--- config.mk ---
export PLATFORM = sky130hd
export DESIGN_NAME = decode_lut_pipe
export DESIGN_NICKNAME = d
export VERILOG_FILES = /design/src/rtl/decode_lut_pipe.sv
export SDC_FILE = /design/constraint.sdc
export NUM_CORES = 2
export LEC_CHECK = 0
export BUFFER_PORTS_ARGS = -buffer_cell sky130_fd_sc_hd__buf_2
export CORE_MARGIN = 4
export CORE_UTILIZATION = 55
export CTS_BUF_LIST = sky130_fd_sc_hd__clkbuf_16
export DETAILED_ROUTE_END_ITERATION = 10
export PLACE_DENSITY_LB_ADDON = 0.12
export SYNTH_ARGS = -nofsm -noshare
export SYNTH_HDL_FRONTEND = slang
export SYNTH_SLANG_ARGS = --single-unit
--- constraint.sdc ---
create_clock -name clk -period 3.7 [get_ports clk]
set_input_delay 0.37 -clock clk [delete_from_list [all_inputs] [get_ports clk]]
set_output_delay 0.37 -clock clk [all_outputs]
set_load 0.1 [all_outputs]
--- src/rtl/decode_lut_pipe.sv ---
// Programmable decode table: masked key match, lowest index wins, one output register.
// Define DECODE_LUT_MULTIHIT_EN to add the multi_hit output flag.
module decode_lut_pipe #(
  parameter int PATTERN_LEN = 15,
  parameter int MICRO_LEN   = 13,
  parameter int ENTRY_NR    = 32,
  parameter int IDX_W       = $clog2(ENTRY_NR),
  parameter int CNT_W       = 32
) (
  input  logic                   clk,
  input  logic                   rst,
  input  logic                   wr_en,
  input  logic [IDX_W-1:0]       wr_idx,
  input  logic                   wr_valid,
  input  logic [PATTERN_LEN-1:0] wr_pattern,
  input  logic [PATTERN_LEN-1:0] wr_mask,
  input  logic [MICRO_LEN-1:0]   wr_micro,
  input  logic                   in_valid,
  output logic                   in_ready,
  input  logic [PATTERN_LEN-1:0] in_inst,
  output logic                   out_valid,
  input  logic                   out_ready,
  output logic [MICRO_LEN-1:0]   out_micro,
  output logic                   out_hit,
  output logic [IDX_W-1:0]       out_idx,
  output logic                   out_illegal,
  output logic [CNT_W-1:0]       miss_cnt
`ifdef DECODE_LUT_MULTIHIT_EN
  ,
  output logic                   multi_hit
`endif
);

  logic [ENTRY_NR-1:0]    ent_v;
  logic [PATTERN_LEN-1:0] ent_pat [ENTRY_NR];
  logic [PATTERN_LEN-1:0] ent_msk [ENTRY_NR];
  logic [MICRO_LEN-1:0]   ent_mic [ENTRY_NR];

  logic [ENTRY_NR-1:0]    match;
  logic                   hit;
  logic [IDX_W-1:0]       hidx;
  logic [MICRO_LEN-1:0]   hmic;
  logic                   acc;

  always_ff @(posedge clk) begin
    if (rst) begin
      ent_v <= '0;
    end else if (wr_en) begin
      ent_v[wr_idx] <= wr_valid;
    end
  end

  always_ff @(posedge clk) begin
    if (wr_en) begin
      ent_pat[wr_idx] <= wr_pattern;
      ent_msk[wr_idx] <= wr_mask;
      ent_mic[wr_idx] <= wr_micro;
    end
  end

  always_comb begin
    match = '0;
    for (int i = 0; i < ENTRY_NR; i++) begin
      match[i] = ent_v[i] &
        ~|((in_inst ^ ent_pat[i]) & ent_msk[i]);
    end
  end

  // Scan downward so the lowest matching index is the last one kept.
  always_comb begin
    hit  = 1'b0;
    hidx = '0;
    for (int i = ENTRY_NR - 1; i >= 0; i--) begin
      if (match[i]) begin
        hit  = 1'b1;
        hidx = i[IDX_W-1:0];
      end
    end
  end

  assign hmic     = hit ? ent_mic[hidx] : '0;
  assign in_ready = !out_valid | out_ready;
  assign acc      = in_valid & in_ready;

  always_ff @(posedge clk) begin
    if (rst) begin
      out_valid   <= 1'b0;
      out_micro   <= '0;
      out_hit     <= 1'b0;
      out_idx     <= '0;
      out_illegal <= 1'b0;
      miss_cnt    <= '0;
    end else if (acc) begin
      out_valid   <= 1'b1;
      out_micro   <= hmic;
      out_hit     <= hit;
      out_idx     <= hidx;
      out_illegal <= !hit;
      if (!hit && miss_cnt != '1) begin
        miss_cnt <= miss_cnt + 1'b1;
      end
    end else if (out_ready) begin
      out_valid   <= 1'b0;
      out_illegal <= 1'b0;
    end
  end

`ifdef DECODE_LUT_MULTIHIT_EN
  logic mh;
  assign mh = |(match & (match - 1'b1));

  always_ff @(posedge clk) begin
    if (rst) begin
      multi_hit <= 1'b0;
    end else if (acc) begin
      multi_hit <= mh;
      if (mh) begin
        $error("decode_lut_pipe: multiple entries hit key %h", in_inst);
      end
    end
  end
`endif

endmodule

==> results.rst <==
.. list-table::
   :header-rows: 1

   * - Metric
     - Value
   * - Number of violations of the max-capacitance limit
     - 0
   * - Most common cell after layout, fill and taps aside
     - edfxtp_1
   * - Startpoint kind of the worst setup timing path
     - flip-flop
   * - Worst-Margin Slew
     - 1150 ps
   * - NetSw
     - 7.09 mW
   * - Biggest area contributors in the synthesized netlist
     - edfxtp_1, xor2_1, dfxtp_1
   * - Sinks on the clock net
     - 1461
   * - Flip-flop cell with the highest count after synthesis
     - edfxtp_1
   * - Number of instances in the synthesized netlist
     - 3435
   * - Synthesized netlist net count
     - 3505
   * - Sum of buffers and inverters on the critical path
     - 4
   * - Tightest hold margin
     - 144 ps
   * - Worst clock skew on the final layout
     - 25.2 ps
   * - Final setup margin
     - -155 ps
   * - Final hold violation count
     - 0
   * - Clock-pin slew reported for the worst setup and hold paths after clock tree synthesis
     - 60 ps
   * - Maximum vdd drop
     - 0.444 mV
   * - Global router's overall resource usage
     - 28.1%
   * - Maximum clock insertion buffer count
     - 3
   * - Share of the clock period used by the worst path
     - 104%
   * - Sequential area share after synthesis
     - 76.0%
   * - Capture endpoint of the worst hold path
     - ent_mic[29][1]$_DFFE_PP_
   * - Largest stage delay, worst path
     - 390 ps
   * - Startpoint of the worst hold path
     - wr_micro[1]
   * - Num CTS Buffers
     - 147
   * - Count of final max-slew check failures
     - 0
   * - Aggregate routed wire length
     - 153000 um
   * - Number of vias after detailed routing
     - 33200
   * - Share of the synthesized area in the top cell type
     - 73.0%
   * - Highest net fanout along the worst path
     - 21
   * - GPL Wtd Cong
     - 0.893
   * - Total Nets Final
     - 4037
   * - Area enclosed by the die boundary
     - 108000 um2
   * - Die width
     - 329 um
   * - Maximum achievable frequency
     - 259 MHz
   * - Cell type with the highest aggregate area in the netlist
     - edfxtp_1
   * - Met1 global-route usage
     - 37.1%
   * - Worst Path Class, Setup
     - flip-flop to flip-flop
   * - Portion of total power attributed to the clock network
     - 41.8%
   * - Synth Area per Inst
     - 16.5 um2
   * - Number of stages on the worst hold path
     - 1
   * - Standard-cell rows
     - 117
   * - CP Capture Type
     - flip-flop
   * - Number of design-rule violations left by the first detailed-router iteration
     - 3501
   * - Reported leakage power
     - 23.5 nW
   * - Commonest cells after routing, fill and taps aside
     - edfxtp_1, xor2_1, buf_4, a22oi_1, nand2_1
   * - Count of boundary I/O pins
     - 123
   * - Fraction of power spent switching nets
     - 20.9%
   * - TritonCTS clock tree
     - done
   * - Count of cell types in the netlist
     - 74
   * - Starting density of the core
     - 55.5%
   * - Via count of the first global-routing pass
     - 33100
   * - Drc violations
     - 0
   * - FF-to-FF End
     - out_micro[9]$_SDFFE_PP0P_
   * - First-pass GRT wire length
     - 219000 um
   * - Crit-path leading delay family
     - compound AO/OA/AOI/OAI gates
   * - Final-report setup violation count
     - 13
   * - GR Util met2
     - 46.8%
   * - Internal power of the cells
     - 26.8 mW
   * - Final standard cell area without fillers
     - 68000 um2
   * - Number of levels the H-tree was split into
     - 4
   * - Placeable Area
     - 102000 um2
   * - Maximum number of pins on one net before global-route repair
     - 74
   * - Number of synthesis warnings
     - 0
   * - Yosys reg bits
     - 1461
   * - Relative contribution of combinational cells to total power
     - 4.1%
   * - Cells on worst reg2reg path
     - 16
   * - Required arrival time at the worst endpoint
     - 4350 ps
   * - R2R setup slack
     - -150 ps
   * - Fill cell instance count of the final layout
     - 6885
   * - Post-DRT Antenna Nets
     - 0
   * - Cell with the largest stage delay on the worst path
     - nand4_1
   * - Highest-utilization routing layer at the global route stage
     - met2
   * - Clock Tree Root
     - clkbuf_16
   * - Area added between synthesis and finish
     - 20.0%
   * - Area after DPL
     - 61500 um2
   * - Violated checks
     - setup timing
   * - Reg2reg start
     - ent_pat[29][13]$_DFFE_PP_
   * - Status
     - finished, violations left
   * - Detailed-routing iteration count for the pre-antenna-repair pass
     - 5
   * - Worst endpoint data arrival time
     - 4510 ps
   * - Min-Delay Path Class
     - primary input to flip-flop
   * - Die Ht
     - 329 um
   * - Fraction of final layout cells with drive strength greater than 1
     - 22.8%
   * - Post-synth EDFFs
     - 1376
   * - Latest clock arrival within the worst-skew pair
     - 760 ps
   * - Post-synthesis instance area
     - 56600 um2
   * - Power per cell area
     - 498 nW/um2
   * - Number of diodes added for antenna fixing
     - 0
   * - Crit path time final
     - 3850 ps
   * - Relative slew slack
     - 23.5%
   * - Sequential power share
     - 54.1%
   * - Initial antenna violation count
     - 3
   * - Per-cell via count in the routed design
     - 6.09
   * - Share of flip-flops with an asynchronous set or reset
     - 0%
   * - Wire length per cell after detailed routing
     - 28.0 um
   * - HPWL after detailed placement
     - 89400 um
   * - Setup repair after global routing missed its margin
     - true
   * - # port buffers
     - 122
   * - Final global-route overflow total
     - 0
   * - Crit-path cells
     - xor2_1 -> a22oi_1 -> nand4_1 -> nor3_4 -> a211oi_2 -> o31a_1 -> o211a_4 -> nor2_4 -> buf_4 -> buf_6 -> buf_12 -> nand2_1 -> a311oi_1 -> a211oi_2 -> buf_4 -> o41ai_2
   * - Met3 routing resource usage after global routing
     - 4.71%
## layer usage
metal | part of all wire, % | vias up
met5 | 0.0072 | -
li1 | - | 14400
met3 | 8.0 | 353
met4 | 4.2 | 2
met2 | 50 | 1614
met1 | 38 | 16900
## through the flow
step / setup TNS, ps / utilization [%] / setup slack (ps) / power (mW) / cells
2_1_floorplan: 0 / - / 212 / 19.3 / 3435
3_3_place_gp: -16870 / 60.2 / -828 / 20.0 / 5107
3_5_place_dp: -20700 / 60.2 / -900 / 20.0 / 5107
4_1_cts: -533 / 65.8 / -82.7 / 34.0 / 5428
5_1_grt: -3310 / 66.6 / -289 / 34.9 / 5460
6_report: -1180 / 66.6 / -155 / 33.9 / 5460
## flip-flops by register name, summed over array words and instances (netlist names)
signal,count
miss_cnt,32
out_illegal,1
out_micro,13
out_valid,1
ent_v,32
ent_pat,480
out_hit,1
ent_mic,416
ent_msk,480
out_idx,5
## repair_timing
| item | CTS | global route |
|---|---|---|
| cloned | 5 | 5 |
| pin swaps | 59 | 73 |
| hold endpoints to repair | 2 | 0 |
| gates resized for setup | 97 | 113 |
| setup buffers | 41 | 29 |
| endpoints found under the setup margin | 13 | 31 |
| hold buffers | 2 | 0 |
## cell families after synthesis
family	after synthesis	share of synthesized area [%]
simple gates	582	4.99
flops	1461	76.0
fa+ha+maj	1	0.0221
compound gates	637	7.95
mux	71	1.30
xor+xnor	510	7.89
buf+inv	173	1.88
## cells in the mapped netlist, types with 6 or more instances
library cell  instances
nor3_2                6
buf_4                30
clkbuf_1             55
o221ai_1             12
a21oi_1              85
a22oi_1             214
xnor2_1              10
nand3_1              51
o22ai_1              15
buf_2                37
or2_2                10
nor3_1               26
nor2_1              142
or4_1                23
a31oi_1               8
a22o_1                6
inv_1                13
a221oi_1             12
o211a_1              10
o21ai_0              77
a21boi_0             45
mux2i_1              49
o31ai_1               9
dfxtp_1              85
nand4_1              64
xor2_1              500
a211oi_1             43
and3_1               17
o311ai_1              9
mux2_2               22
o211ai_1             17
and2_1               11
o21ai_1               9
nor4_1               19
a21o_1                8
buf_6                33
a311oi_1             27
edfxtp_1           1376
nand2_1             183
## power by group through the flow
stage	combinational (mW)	sequential, mW	clock, mW
6_report	1.38	18.3	14.1
5_1_grt	1.47	18.3	15.1
4_1_cts	1.38	18.3	14.3
3_5_place_dp	1.36	18.7	0
3_3_place_gp	1.33	18.7	0
2_1_floorplan	0.575	18.7	0
## worst max-delay path by stage
stage / start / depth (start not counted) / slack [ps] / endpoint
final: ent_pat[29][13]$_DFFE_PP_ / 16 / -150 / out_micro[9]$_SDFFE_PP0P_
after global routing: ent_pat[11][4]$_DFFE_PP_ / 18 / -290 / out_micro[7]$_SDFFE_PP0P_
after CTS: ent_pat[29][13]$_DFFE_PP_ / 14 / -80 / out_micro[2]$_SDFFE_PP0P_
after detailed placement: in_inst[14] / 16 / -900 / out_micro[2]$_SDFFE_PP0P_
after global placement: in_inst[14] / 16 / -830 / out_micro[9]$_SDFFE_PP0P_
after floorplan: out_valid$_SDFFE_PP0P_ / 9 / 210 / miss_cnt[19]$_SDFFE_PP0P_
## worst register-to-register path: stages (launching register included)
cell      delay, ps
edfxtp_1        370
xor2_1          150
a22oi_1         240
nand4_1         390
nor3_4          390
a211oi_2         60
o31a_1          330
o211a_4         320
nor2_4          170
buf_4           170
buf_6           100
buf_12          170
nand2_1          80
a311oi_1        300
a211oi_2         70
buf_4           150
o41ai_2         310
## cell type report
class	count	area (um2)	area share, %
multi-input combinational	1802	13600	20.0
tap	1368	1710	2.52
timing repair buffer	541	4990	7.34
clock inverter	122	825	1.21
sequential	1461	43000	63.3
inverter	14	52.6	0.0773
clock buffer	152	3800	5.60
No activity file was read; power rests on OpenSTA's default activity.
